<file path="config.mk">
export PLATFORM = sky130hd
export DESIGN_NAME = mainfsm_flat
export DESIGN_NICKNAME = d
export VERILOG_FILES = /design/src/rtl/mainfsm_pkg.sv /design/src/rtl/mainfsm_if.sv /design/src/rtl/mainfsm_outdec.sv /design/src/rtl/mainfsm.sv /design/src/flat_wrapper.sv
export SDC_FILE = /design/constraint.sdc
export NUM_CORES = 1
export LEC_CHECK = 0
export BUFFER_PORTS_ARGS = -buffer_cell sky130_fd_sc_hd__buf_2
export CORE_UTILIZATION = 25
export DETAILED_ROUTE_END_ITERATION = 10
export PLACE_DENSITY_LB_ADDON = 0.15
export SLEW_MARGIN = 20
export SYNTH_ARGS = -nofsm -noshare
export SYNTH_HDL_FRONTEND = slang
export SYNTH_HIERARCHICAL = 1
export SYNTH_SLANG_ARGS = --single-unit
</file>
<file path="constraint.sdc">
create_clock -name clk -period 4.3 [get_ports clk]
set_clock_uncertainty 0.05 [all_clocks]
set_input_delay 0.645 -clock clk [delete_from_list [all_inputs] [get_ports clk]]
set_output_delay 0.645 -clock clk [all_outputs]
set_load 0.02 [all_outputs]
</file>
<file path="src/rtl/mainfsm_pkg.sv">
// ============================================================================
// mainfsm_pkg : shared controller types, opcodes and mux-select encodings
// Revision    : 1.0
// ============================================================================
`default_nettype none

package mainfsm_pkg;

  typedef enum logic [3:0] {
    S_FETCH    = 4'd0,
    S_DECODE   = 4'd1,
    S_MEMADR   = 4'd2,
    S_MEMREAD  = 4'd3,
    S_MEMWB    = 4'd4,
    S_MEMWRITE = 4'd5,
    S_EXECR    = 4'd6,
    S_EXECI    = 4'd7,
    S_ALUWB    = 4'd8,
    S_BRANCH   = 4'd9,
    S_JAL      = 4'd10,
    S_JALR     = 4'd11,
    S_JALRPC   = 4'd12
  } state_e;

  localparam logic [6:0] c_op_load   = 7'b0000011;
  localparam logic [6:0] c_op_store  = 7'b0100011;
  localparam logic [6:0] c_op_rtype  = 7'b0110011;
  localparam logic [6:0] c_op_itype  = 7'b0010011;
  localparam logic [6:0] c_op_branch = 7'b1100011;
  localparam logic [6:0] c_op_jal    = 7'b1101111;
  localparam logic [6:0] c_op_jalr   = 7'b1100111;

  // SrcA: PC / OldPC / rs1; SrcB: rs2 / imm / 4; Result: ALUOut / Data / ALUResult
  localparam logic [1:0] c_srca_pc     = 2'b00;
  localparam logic [1:0] c_srca_oldpc  = 2'b01;
  localparam logic [1:0] c_srca_rs1    = 2'b10;
  localparam logic [1:0] c_srcb_rs2    = 2'b00;
  localparam logic [1:0] c_srcb_imm    = 2'b01;
  localparam logic [1:0] c_srcb_four   = 2'b10;
  localparam logic [1:0] c_res_aluout  = 2'b00;
  localparam logic [1:0] c_res_data    = 2'b01;
  localparam logic [1:0] c_res_alures  = 2'b10;
  localparam logic [1:0] c_aluop_add   = 2'b00;
  localparam logic [1:0] c_aluop_sub   = 2'b01;
  localparam logic [1:0] c_aluop_funct = 2'b10;

  typedef struct packed {
    logic       pc_write;
    logic       ir_write;
    logic       reg_write;
    logic       mem_write;
    logic       adr_src;
    logic [1:0] alu_src_a;
    logic [1:0] alu_src_b;
    logic [1:0] result_src;
    logic [1:0] alu_op;
    logic       illegal;
  } ctrl_t;

  function automatic logic op_legal(input logic [6:0] op);
    case (op)
      c_op_load, c_op_store, c_op_rtype, c_op_itype,
      c_op_branch, c_op_jal, c_op_jalr: op_legal = 1'b1;
      default:                          op_legal = 1'b0;
    endcase
  endfunction

endpackage

`default_nettype wire

</file>
<file path="src/rtl/mainfsm_if.sv">
// ============================================================================
// mainfsm_if : datapath <-> main controller signal bundle
// Revision   : 1.0
// ============================================================================
`default_nettype none

interface mainfsm_if;
  logic [6:0] op;
  logic       Taken;
  logic       MemReady;
  logic       PCWrite;
  logic       IRWrite;
  logic       RegWrite;
  logic       MemWrite;
  logic       AdrSrc;
  logic [1:0] ALUSrcA;
  logic [1:0] ALUSrcB;
  logic [1:0] ResultSrc;
  logic [1:0] ALUOp;
  logic       Illegal;

  // master = datapath side, slave = controller
  modport master (
    output op, Taken, MemReady,
    input  PCWrite, IRWrite, RegWrite, MemWrite, AdrSrc,
    input  ALUSrcA, ALUSrcB, ResultSrc, ALUOp, Illegal
  );

  modport slave (
    input  op, Taken, MemReady,
    output PCWrite, IRWrite, RegWrite, MemWrite, AdrSrc,
    output ALUSrcA, ALUSrcB, ResultSrc, ALUOp, Illegal
  );
endinterface

`default_nettype wire

</file>
<file path="src/rtl/mainfsm_outdec.sv">
// ============================================================================
// mainfsm_outdec : state (+MemReady/Taken/opcode legality) to control outputs
// Revision       : 1.0
// ============================================================================
`default_nettype none

module mainfsm_outdec
  import mainfsm_pkg::*;
(
  input  state_e state_i,
  input  logic   mem_ready_i,
  input  logic   taken_i,
  input  logic   op_legal_i,
  output ctrl_t  ctrl_o
);

  always_comb begin
    ctrl_o = '0;
    case (state_i)
      S_FETCH: begin
        ctrl_o.pc_write   = mem_ready_i;
        ctrl_o.ir_write   = mem_ready_i;
        ctrl_o.alu_src_a  = c_srca_pc;
        ctrl_o.alu_src_b  = c_srcb_four;
        ctrl_o.result_src = c_res_alures;
        ctrl_o.alu_op     = c_aluop_add;
      end
      S_DECODE: begin
        ctrl_o.alu_src_a  = c_srca_oldpc;
        ctrl_o.alu_src_b  = c_srcb_imm;
        ctrl_o.alu_op     = c_aluop_add;
        ctrl_o.illegal    = ~op_legal_i;
      end
      S_MEMADR, S_JALR: begin
        ctrl_o.alu_src_a  = c_srca_rs1;
        ctrl_o.alu_src_b  = c_srcb_imm;
        ctrl_o.alu_op     = c_aluop_add;
      end
      S_MEMREAD: begin
        ctrl_o.adr_src    = 1'b1;
        ctrl_o.result_src = c_res_aluout;
      end
      S_MEMWRITE: begin
        ctrl_o.adr_src    = 1'b1;
        ctrl_o.result_src = c_res_aluout;
        ctrl_o.mem_write  = 1'b1;
      end
      S_MEMWB: begin
        ctrl_o.result_src = c_res_data;
        ctrl_o.reg_write  = 1'b1;
      end
      S_EXECR: begin
        ctrl_o.alu_src_a  = c_srca_rs1;
        ctrl_o.alu_src_b  = c_srcb_rs2;
        ctrl_o.alu_op     = c_aluop_funct;
      end
      S_EXECI: begin
        ctrl_o.alu_src_a  = c_srca_rs1;
        ctrl_o.alu_src_b  = c_srcb_imm;
        ctrl_o.alu_op     = c_aluop_funct;
      end
      S_ALUWB: begin
        ctrl_o.result_src = c_res_aluout;
        ctrl_o.reg_write  = 1'b1;
      end
      S_BRANCH: begin
        ctrl_o.alu_src_a  = c_srca_rs1;
        ctrl_o.alu_src_b  = c_srcb_rs2;
        ctrl_o.alu_op     = c_aluop_sub;
        ctrl_o.result_src = c_res_aluout;
        ctrl_o.pc_write   = taken_i;
      end
      // JAL and JALRPC both load PC from ALUOut while computing the link PC+4
      S_JAL, S_JALRPC: begin
        ctrl_o.alu_src_a  = c_srca_oldpc;
        ctrl_o.alu_src_b  = c_srcb_four;
        ctrl_o.alu_op     = c_aluop_add;
        ctrl_o.result_src = c_res_aluout;
        ctrl_o.pc_write   = 1'b1;
      end
      default: ctrl_o = '0;
    endcase
  end

endmodule

`default_nettype wire

</file>
<file path="src/rtl/mainfsm.sv">
// ============================================================================
// mainfsm : multicycle RISC-V main controller (state register + next state)
// Revision: 1.0
// ============================================================================
`default_nettype none

module mainfsm
  import mainfsm_pkg::*;
(
  input  wire       clk,
  input  wire       reset,
  mainfsm_if.slave  bus
);

  state_e state_q;
  state_e w_state;
  logic   w_op_legal;
  ctrl_t  w_ctrl;

  assign w_op_legal = op_legal(bus.op);

  always_ff @(posedge clk) begin
    if (reset) begin
      state_q <= S_FETCH;
    end else begin
      case (state_q)
        S_FETCH:    if (bus.MemReady) state_q <= S_DECODE;
        S_DECODE: begin
          case (bus.op)
            c_op_load, c_op_store: state_q <= S_MEMADR;
            c_op_rtype:            state_q <= S_EXECR;
            c_op_itype:            state_q <= S_EXECI;
            c_op_branch:           state_q <= S_BRANCH;
            c_op_jal:              state_q <= S_JAL;
            c_op_jalr:             state_q <= S_JALR;
            default:               state_q <= S_FETCH;
          endcase
        end
        S_MEMADR:   state_q <= (bus.op == c_op_load) ? S_MEMREAD : S_MEMWRITE;
        S_MEMREAD:  if (bus.MemReady) state_q <= S_MEMWB;
        S_MEMWRITE: if (bus.MemReady) state_q <= S_FETCH;
        S_MEMWB:    state_q <= S_FETCH;
        S_EXECR:    state_q <= S_ALUWB;
        S_EXECI:    state_q <= S_ALUWB;
        S_ALUWB:    state_q <= S_FETCH;
        S_BRANCH:   state_q <= S_FETCH;
        S_JAL:      state_q <= S_ALUWB;
        S_JALR:     state_q <= S_JALRPC;
        S_JALRPC:   state_q <= S_ALUWB;
        default:    state_q <= S_FETCH;
      endcase
    end
  end

  // While reset is high the outputs already look like FETCH, even before the
  // first edge has loaded the state register.
  assign w_state = reset ? S_FETCH : state_q;

  mainfsm_outdec u_outdec (
    .state_i     (w_state),
    .mem_ready_i (bus.MemReady),
    .taken_i     (bus.Taken),
    .op_legal_i  (w_op_legal),
    .ctrl_o      (w_ctrl)
  );

  assign bus.PCWrite   = w_ctrl.pc_write;
  assign bus.IRWrite   = w_ctrl.ir_write;
  assign bus.RegWrite  = w_ctrl.reg_write;
  assign bus.MemWrite  = w_ctrl.mem_write;
  assign bus.AdrSrc    = w_ctrl.adr_src;
  assign bus.ALUSrcA   = w_ctrl.alu_src_a;
  assign bus.ALUSrcB   = w_ctrl.alu_src_b;
  assign bus.ResultSrc = w_ctrl.result_src;
  assign bus.ALUOp     = w_ctrl.alu_op;
  assign bus.Illegal   = w_ctrl.illegal;

endmodule

`default_nettype wire

</file>
<file path="src/flat_wrapper.sv">
// flat-port wrapper written by rule: the top's interface ports become plain ports
module mainfsm_flat import mainfsm_pkg::*;
  (clk, reset, bus_op, bus_Taken, bus_MemReady, bus_PCWrite, bus_IRWrite, bus_RegWrite, bus_MemWrite, bus_AdrSrc, bus_ALUSrcA, bus_ALUSrcB, bus_ResultSrc, bus_ALUOp, bus_Illegal);
  mainfsm_if bus_i ();
  input  wire clk;
  input  wire reset;
  input wire logic [$bits(bus_i.op)-1:0] bus_op;
  input wire logic [$bits(bus_i.Taken)-1:0] bus_Taken;
  input wire logic [$bits(bus_i.MemReady)-1:0] bus_MemReady;
  output wire logic [$bits(bus_i.PCWrite)-1:0] bus_PCWrite;
  output wire logic [$bits(bus_i.IRWrite)-1:0] bus_IRWrite;
  output wire logic [$bits(bus_i.RegWrite)-1:0] bus_RegWrite;
  output wire logic [$bits(bus_i.MemWrite)-1:0] bus_MemWrite;
  output wire logic [$bits(bus_i.AdrSrc)-1:0] bus_AdrSrc;
  output wire logic [$bits(bus_i.ALUSrcA)-1:0] bus_ALUSrcA;
  output wire logic [$bits(bus_i.ALUSrcB)-1:0] bus_ALUSrcB;
  output wire logic [$bits(bus_i.ResultSrc)-1:0] bus_ResultSrc;
  output wire logic [$bits(bus_i.ALUOp)-1:0] bus_ALUOp;
  output wire logic [$bits(bus_i.Illegal)-1:0] bus_Illegal;
  assign bus_i.op = bus_op;
  assign bus_i.Taken = bus_Taken;
  assign bus_i.MemReady = bus_MemReady;
  assign bus_PCWrite = bus_i.PCWrite;
  assign bus_IRWrite = bus_i.IRWrite;
  assign bus_RegWrite = bus_i.RegWrite;
  assign bus_MemWrite = bus_i.MemWrite;
  assign bus_AdrSrc = bus_i.AdrSrc;
  assign bus_ALUSrcA = bus_i.ALUSrcA;
  assign bus_ALUSrcB = bus_i.ALUSrcB;
  assign bus_ResultSrc = bus_i.ResultSrc;
  assign bus_ALUOp = bus_i.ALUOp;
  assign bus_Illegal = bus_i.Illegal;
  mainfsm u_core (.clk(clk), .reset(reset), .bus(bus_i));
endmodule
</file>
==> impl_metrics.json, run 1 <==
{
  "status": "complete, no violations",
  "drc": 0,
  "finalHoldViolations": 0,
  "largestRegisters": "u_core/state_q x4",
  "synth_area_per_cell_sq_um": 6.91,
  "synth_xor_xnor_area_share_pct": 3.88,
  "die_h_um": 54.0,
  "post_cts_resized": 0,
  "vias": 755,
  "worst_pin_slew_ns": 0.813,
  "synth-seq-cells": 4,
  "synth_compound_area_share_pct": 25.1,
  "cts_setup_buffers": 0,
  "setup_viol": 0,
  "crit_slowest_cell": "nor2_1",
  "final_common_cell": "buf_2",
  "cp-end-kind": "output port",
  "relSlewSlack_pct": 45.7,
  "syn_inst": 98,
  "layout_min_cycle_time_ns": 3.01,
  "grt_usage_pct": 12.7,
  "overflow": 0,
  "path_clk_slew_ns": 0.04,
  "viasPerCell": 5.14,
  "dp_hpwl_um": 1320,
  "path_class": "reg -> out",
  "post_drt_wl_per_cell_um": 11.6,
  "area_growth_pct": 16.6,
  "p_total_mw": 0.126,
  "finalWirelength_um": 1710,
  "cts_tree": "built",
  "crit_chain": "inv_1, nor2_1, nor2b_1, or3_1, a22o_1, buf_2",
  "first_pass_iters": 4,
  "synth.cell_area_sq_um": 677,
  "rows": 18,
  "ys.flop_type": "dfxtp_1",
  "first_global_vias": 641,
  "top_register": "u_core/state_q",
  "peakVddDrop_mv": 0.112,
  "ys_warn_count": 6,
  "ys_seq_area_share_pct": 11.8,
  "powerDensity_nw_per_um2": 160,
  "worstHoldPathType": "reg -> reg",
  "antenna_found_initial": 0,
  "grt_max_degree": 14,
  "place.gp.congestion": 0.795,
  "setup_tns_ns": 0,
  "ys_types": 43,
  "utilization_pct": 31.3,
  "antennaDiodeCount": 0,
  "numCtsBuffers": 3,
  "initial_core_util_pct": 26.8,
  "critPathLaunchType": "register",
  "cts_hold_buf": 0,
  "coreArea_sq_um": 2520,
  "die_w_um": 54.0,
  "drv_cap": 0,
  "first_iter_violations": 20,
  "synth_edf_count": 0,
  "maxSlewViolCount": 0,
  "fmax_mhz": 333,
  "layout-drive-gt1-share_pct": 28.2,
  "largest_reg_flops": 4,
  "async_flop_share_pct": 0,
  "synthAdderAreaFrac_pct": 0,
  "cp.arrival_ns": 2.31,
  "grt_pass1_wl_um": 2770,
  "worstPathMaxFanout": 13,
  "p_leak_nw": 0.366,
  "htreeDepth": 1,
  "synthSimpleGateAreaFrac_pct": 42.7,
  "ioPinCount": 25,
  "insertion_delay_ns": 0.23,
  "fin_nets": 130,
  "slowest_delay_ns": 0.61,
  "die_area_sq_um": 2920,
  "fin_worst_hold_slack_ns": 0.586,
  "rsz0062_at_grt": "false",
  "final_cell_mix": "buf_2, nor2_1, nor2b_1, inv_1, nand3_1",
  "root_buffer": "clkbuf_4",
  "io_buffers": 24,
  "synth_mux_area_share_pct": 3.14,
  "period_share_pct": 69.9,
  "clock_path_buffers": 2,
  "syn-num-nets": 109,
  "cts.sinks": 4,
  "ant_nets": 0,
  "required_ns": 3.61,
  "synth_top_family_by_area": "simple AND/OR/NAND/NOR gates"
}
-- synthesized netlist by cell type (3+ instances only) --
| cell type | instances | area share, % |
|---|---|---|
| nand3_1 | 6 | 4.4 |
| nand2b_1 | 4 | 3.7 |
| nand2_1 | 4 | 2.2 |
| o21ai_1 | 3 | 2.2 |
| nor2_1 | 12 | 6.7 |
| nor2b_1 | 6 | 5.5 |
| a21oi_1 | 5 | 3.7 |
| buf_2 | 3 | 2.2 |
| dfxtp_1 | 4 | 12 |
| nand4_1 | 3 | 2.8 |
| buf_6 | 4 | 6.7 |
| inv_1 | 6 | 3.3 |
-- cells by family (layout without fill, tap and decap cells) --
family	after synthesis	in the layout
compound gates	24	24
xor+xnor	3	3
mux	2	2
flops	4	4
simple gates	51	51
buf+inv	14	33
-- final cells by class --
| cell class | count | area [sq um] |
|---|---|---|
| clock buffers | 3 | 22.5 |
| repair buffers | 24 | 120 |
| well taps | 30 | 37.5 |
| flip-flops and latches | 4 | 80.1 |
| inverters | 6 | 22.5 |
| multi-input cells | 80 | 507 |
| fillers | 288 | 1730 |
-- worst max-delay path, delay by kind of cell, from the launching register on --
| kind | cells | cell delay (ns) |
|---|---|---|
| buf+inv | 2 | 0.27 |
| compound gates | 1 | 0.18 |
| simple gates | 3 | 1.15 |
| flops | 1 | 0.47 |
-- stage by stage --
stage / cells / worst slack, ns / instance area [sq um]
after CTS: 147 / 1.26 / 790
after detailed placement: 144 / 1.37 / 767
final: 147 / 1.29 / 790
after global routing: 147 / 1.12 / 790
after floorplan: 98 / 1.55 / 677
after global placement: 144 / 1.44 / 767
-- per-layer routing --
| metal | vias up | part of all wire (%) | GRT usage [%] |
|---|---|---|---|
| met4 | 0 | 0 | 1.28 |
| met5 | - | 0 | 0 |
| met1 | 334 | 48 | 17.9 |
| met3 | 0 | 6.6 | 3.39 |
| li1 | 394 | - | - |
| met2 | 27 | 45 | 19.8 |
-- worst paths after layout --
check	start	end	slack [ns]	depth (start not counted)
max	u_core/state_q[0]	bus_ALUSrcB[0]	1.29	6
min reg2reg	u_core/state_q[0]	u_core/state_q[3]	0.59	2
max reg2reg	u_core/state_q[2]	u_core/state_q[2]	2.40	4
min	u_core/state_q[0]	u_core/state_q[3]	0.59	2
-- where the power goes --
| part | switching [mW] | internal [mW] |
|---|---|---|
| registers | 0.00216 | 0.0383 |
| logic | 0.0237 | 0.0157 |
| clock network | 0.0148 | 0.0312 |
(Power assumes the default switching activity.)
==> run 2, diff against run 1 <==
clock period = 2.99 ns   (was 4.3 ns; I/O delays follow)
==> impl_metrics.json, run 2 (synthesis gave the netlist of run 1 again) <==
{
  "root_buffer": "clkbuf_4",
  "worst_pin_slew_ns": 0.523,
  "grt_max_degree": 13,
  "cts_setup_buffers": 0,
  "grt_pass1_wl_um": 2660,
  "place.gp.congestion": 0.824,
  "layout-drive-gt1-share_pct": 30.6,
  "cts_hold_buf": 0,
  "grt_usage_pct": 12.3,
  "coreArea_sq_um": 2520,
  "slowest_delay_ns": 0.54,
  "crit_chain": "inv_1, nor2_1, nor2b_1, or3_1, a22o_1, buf_2",
  "dp_hpwl_um": 1340,
  "area_growth_pct": 21.1,
  "vias": 776,
  "p_clk_share_pct": 36.2,
  "dpl_cell_area_sq_um": 797,
  "die_area_sq_um": 2920,
  "min_path_cells": 3,
  "fin_area_sq_um": 820,
  "top_register": "u_core/state_q",
  "p_int_mw": 0.123,
  "insertion_delay_ns": 0.23,
  "post_drt_wl_per_cell_um": 11.3,
  "cts_tree": "built",
  "finalHoldViolations": 0,
  "hold_end": "u_core/state_q[1]",
  "viasPerCell": 5.14,
  "overflow": 0,
  "final_common_cell": "buf_2",
  "drv_cap": 0,
  "io_buffers": 24,
  "powerDensity_nw_per_um2": 222,
  "worstHoldStart": "bus_op[1]",
  "status": "complete, no violations",
  "relSlewSlack_pct": 65.1,
  "setup_ws_ns": 0.438,
  "fin_nets": 134,
  "first_iter_violations": 11,
  "clock_path_buffers": 2,
  "rr_endpoint": "u_core/state_q[2]",
  "final_cell_mix": "buf_2, nor2_1, nor2b_1, inv_1, nand3_1",
  "die_w_um": 54.0,
  "path_clk_slew_ns": 0.04,
  "post_cts_resized": 0,
  "p_leak_nw": 0.388,
  "netSwitchingFraction_pct": 32.3,
  "nFillCells": 279,
  "path_class": "reg -> out",
  "utilization_pct": 32.5,
  "finalWirelength_um": 1710,
  "period_share_pct": 85.3,
  "setup_tns_ns": 0,
  "startpoint": "u_core/state_q[1]",
  "peakVddDrop_mv": 0.142,
  "cp-end-kind": "output port",
  "first_global_vias": 630,
  "drc": 0,
  "htreeDepth": 1,
  "antennaDiodeCount": 0,
  "antenna_found_initial": 0,
  "initial_core_util_pct": 26.8,
  "layout_min_cycle_time_ns": 2.55,
  "combPwrFrac_pct": 31.8,
  "p_switching_mw": 0.0588,
  "r2r.worst_path.cells": 4,
  "place_ws_ns": 0.690,
  "seqPwrFrac_pct": 31.9,
  "worstHoldPathType": "in -> reg",
  "largestRegisters": "u_core/state_q x4",
  "fmax_mhz": 392,
  "maxSlewViolCount": 0,
  "ant_nets": 0,
  "die_h_um": 54.0,
  "required_ns": 2.49,
  "cp.arrival_ns": 2.05,
  "setup_viol": 0,
  "rows": 18,
  "numCtsBuffers": 3,
  "rsz0062_at_grt": "false",
  "worst-r2r-setup-slack_ns": 1.33,
  "crit-reg2reg-launch": "u_core/state_q[2]",
  "crit_slowest_cell": "dfxtp_1",
  "cts.sinks": 4,
  "first_pass_iters": 4,
  "ioPinCount": 25,
  "largest_reg_flops": 4,
  "critPathLaunchType": "register",
  "worstPathMaxFanout": 12
}
-- run 2: cell count changes in the layout (fill, tap and decap cells not counted), sizes merged --
cell / delta
buf: +4
-- run 2: how the worst max path moves through the flow --
| stage | to | depth (start not counted) |
|---|---|---|
| CTS | bus_ALUSrcB[0] | 6 |
| finish | bus_ALUSrcB[0] | 6 |
| floorplan | bus_PCWrite | 6 |
| detailed placement | bus_ALUSrcB[0] | 6 |
| global route | bus_ALUSrcB[1] | 6 |
| global placement | bus_ALUSrcB[0] | 6 |
-- run 2: power by group through the flow --
stage | combinational, mW | clock, mW | sequential [mW]
6_report | 0.0580 | 0.0661 | 0.0582
5_1_grt | 0.0641 | 0.0737 | 0.0583
4_1_cts | 0.0585 | 0.0709 | 0.0582
3_5_place_dp | 0.0583 | 0 | 0.0589
3_3_place_gp | 0.0587 | 0 | 0.0590
2_1_floorplan | 0.0399 | 0 | 0.0561
-- run 2: cell type report --
class	instances	area [sq um]	area share, %
multi-input combinational	80	507	61.8
timing repair buffer	28	150	18.3
sequential	4	80.1	9.77
tap	30	37.5	4.58
clock buffer	3	22.5	2.75
inverter	6	22.5	2.75
-- run 2: routing by layer --
layer,vias up,GRT usage [%],share of wire [%]
met4,0,2.56,0
met2,24,19.5,44
met5,-,0,0
met3,0,1.69,3.5
li1,403,-,-
met1,349,17.4,52
-- run 2: critical path: cells and delay by family, from the launching register on --
kind                   cells  cell delay, ns
DFF                        1            0.54
buffers and inverters      2            0.30
AOI/OAI and AO/OA          1            0.18
and+or+nand+nor            3            0.81
-- run 2: stage by stage --
stage	instances	hold slack, ns	total power [mW]
2_1_floorplan	98	0.532	0.0960
3_3_place_gp	148	0.601	0.118
3_5_place_dp	148	0.588	0.117
4_1_cts	151	0.456	0.188
5_1_grt	151	0.470	0.196
6_report	151	0.465	0.182
==> run 3, diff against run 2 <==
clock period = 2.18 ns   (was 2.99 ns; I/O delays follow)
==> impl_metrics.json, run 3 (synthesis gave the netlist of run 1 again) <==
{
  "worst-path-buf-inv": 2,
  "required_ns": 1.80,
  "ioPinCount": 25,
  "status": "complete, no violations",
  "area_growth_pct": 29.9,
  "critPathLaunchType": "register",
  "worst_pin_slew_ns": 0.494,
  "maxSlewViolCount": 0,
  "die_h_um": 54.0,
  "numCtsBuffers": 3,
  "post_drt_wl_per_cell_um": 11.4,
  "finalWirelength_um": 1790,
  "cpMostUsedCell": "buf_4",
  "grt_pass1_wl_um": 3020,
  "grt_max_degree": 12,
  "layout_min_cycle_time_ns": 2.04,
  "antenna_found_initial": 0,
  "ant_nets": 0,
  "io_buffers": 24,
  "fin_nets": 140,
  "initial_core_util_pct": 26.8,
  "cts_tree": "built",
  "slowest_delay_ns": 0.36,
  "crit_chain": "nor2b_2, buf_4, nor2b_1, or3_1, a21oi_1, buf_4",
  "cp.arrival_ns": 1.67,
  "path_class": "reg -> out",
  "rsz0062_at_grt": "false",
  "die_w_um": 54.0,
  "setup_viol": 0,
  "grt_usage_pct": 14.4,
  "drc": 0,
  "worstHoldPathType": "in -> reg",
  "vias": 788,
  "rows": 18,
  "fmax_mhz": 489,
  "place.gp.congestion": 0.752,
  "rr_endpoint": "u_core/state_q[2]",
  "htreeDepth": 1,
  "first_pass_iters": 4,
  "die_area_sq_um": 2920,
  "top_register": "u_core/state_q",
  "worst-r2r-setup-slack_ns": 0.68,
  "relSlewSlack_pct": 67.0,
  "dpl_cell_area_sq_um": 848,
  "worstHoldStart": "bus_op[1]",
  "setup_tns_ns": 0,
  "cts_hold_buf": 0,
  "p_clk_share_pct": 35.7,
  "coreArea_sq_um": 2520,
  "cts.sinks": 4,
  "worstPathMaxFanout": 8,
  "min_path_cells": 3,
  "finalHoldViolations": 0,
  "cp-end-kind": "output port",
  "final_cell_mix": "buf_2, buf_4, nor2_1",
  "viasPerCell": 5.02,
  "seqPwrFrac_pct": 29.8,
  "p_total_mw": 0.257,
  "antennaDiodeCount": 0,
  "clock_path_buffers": 2,
  "fin_area_sq_um": 880,
  "insertion_delay_ns": 0.23,
  "period_share_pct": 93.8,
  "netSwitchingFraction_pct": 32.4,
  "overflow": 0,
  "largestRegisters": "u_core/state_q x4",
  "p_leak_nw": 0.424,
  "hold_end": "u_core/state_q[1]",
  "final_common_cell": "buf_2",
  "dp_hpwl_um": 1490,
  "r2r.worst_path.cells": 5,
  "combPwrFrac_pct": 34.5,
  "peakVddDrop_mv": 0.142,
  "first_global_vias": 718,
  "crit_slowest_cell": "dfxtp_2",
  "drv_cap": 0,
  "root_buffer": "clkbuf_4",
  "path_delay_family": "simple AND/OR/NAND/NOR gates",
  "largest_reg_flops": 4,
  "p_switching_mw": 0.0831,
  "first_iter_violations": 13,
  "layout-drive-gt1-share_pct": 37.8,
  "p_int_mw": 0.174,
  "crit-reg2reg-launch": "u_core/state_q[2]",
  "utilization_pct": 34.9,
  "powerDensity_nw_per_um2": 292,
  "path_clk_slew_ns": 0.04
}
run 3: layout make-up:
class	instances	area, sq um
clock buffers	3	22.5
fillers	291	1640
inverters	6	22.5
multi-input cells	80	518
flip-flops and latches	4	81.3
well taps	30	37.5
repair buffers	34	198
run 3: layer usage:
layer	up-vias	part of all wire, %	GRT usage, %	wire (um)
met5	-	0	0	0
met4	0	0	6.41	0
met3	0	4.0	2.54	71
met2	10	50	23.3	885
met1	366	46	18.4	828
li1	412	-	-	-
run 3: power groups by stage:
| stage | Combinational, mW | Clock (mW) | Sequential, mW |
|---|---|---|---|
| finish | 0.0888 | 0.0917 | 0.0765 |
| global route | 0.0982 | 0.108 | 0.0764 |
| CTS | 0.0881 | 0.0981 | 0.0764 |
| detailed placement | 0.0878 | 0 | 0.0775 |
| global placement | 0.0885 | 0 | 0.0775 |
| floorplan | 0.0553 | 0 | 0.0769 |
run 3: worst max-delay path by stage:
stage,from,to,cells after the start
finish,u_core/state_q[3],bus_ALUSrcB[1],6
global placement,u_core/state_q[3],bus_ALUSrcB[1],5
detailed placement,reset,bus_ALUSrcA[1],5
global route,u_core/state_q[2],bus_ALUSrcB[0],5
floorplan,u_core/state_q[2],bus_PCWrite,6
CTS,u_core/state_q[3],bus_ALUSrcB[1],5
run 3: worst reg2reg max path, delay by kind of cell, from the launching register on:
kind                   cells  cell delay, ns
and+or+nand+nor            2            0.58
DFF                        1            0.33
AOI/OAI and AO/OA          2            0.24
buffers and inverters      1            0.23
run 3: repair_timing:
action,4_1_cts,5_1_grt
resized for setup,0,5
endpoints found under the setup margin,0,5
buffers inserted,0,0
run 3: stage by stage:
stage,setup WS [ns],hold WS (ns),instances
floorplan,0.146,0.425,98
global placement,0.264,0.588,154
detailed placement,0.243,0.558,154
CTS,0.0199,0.345,157
global route,0.0106,0.354,157
finish,0.136,0.352,157
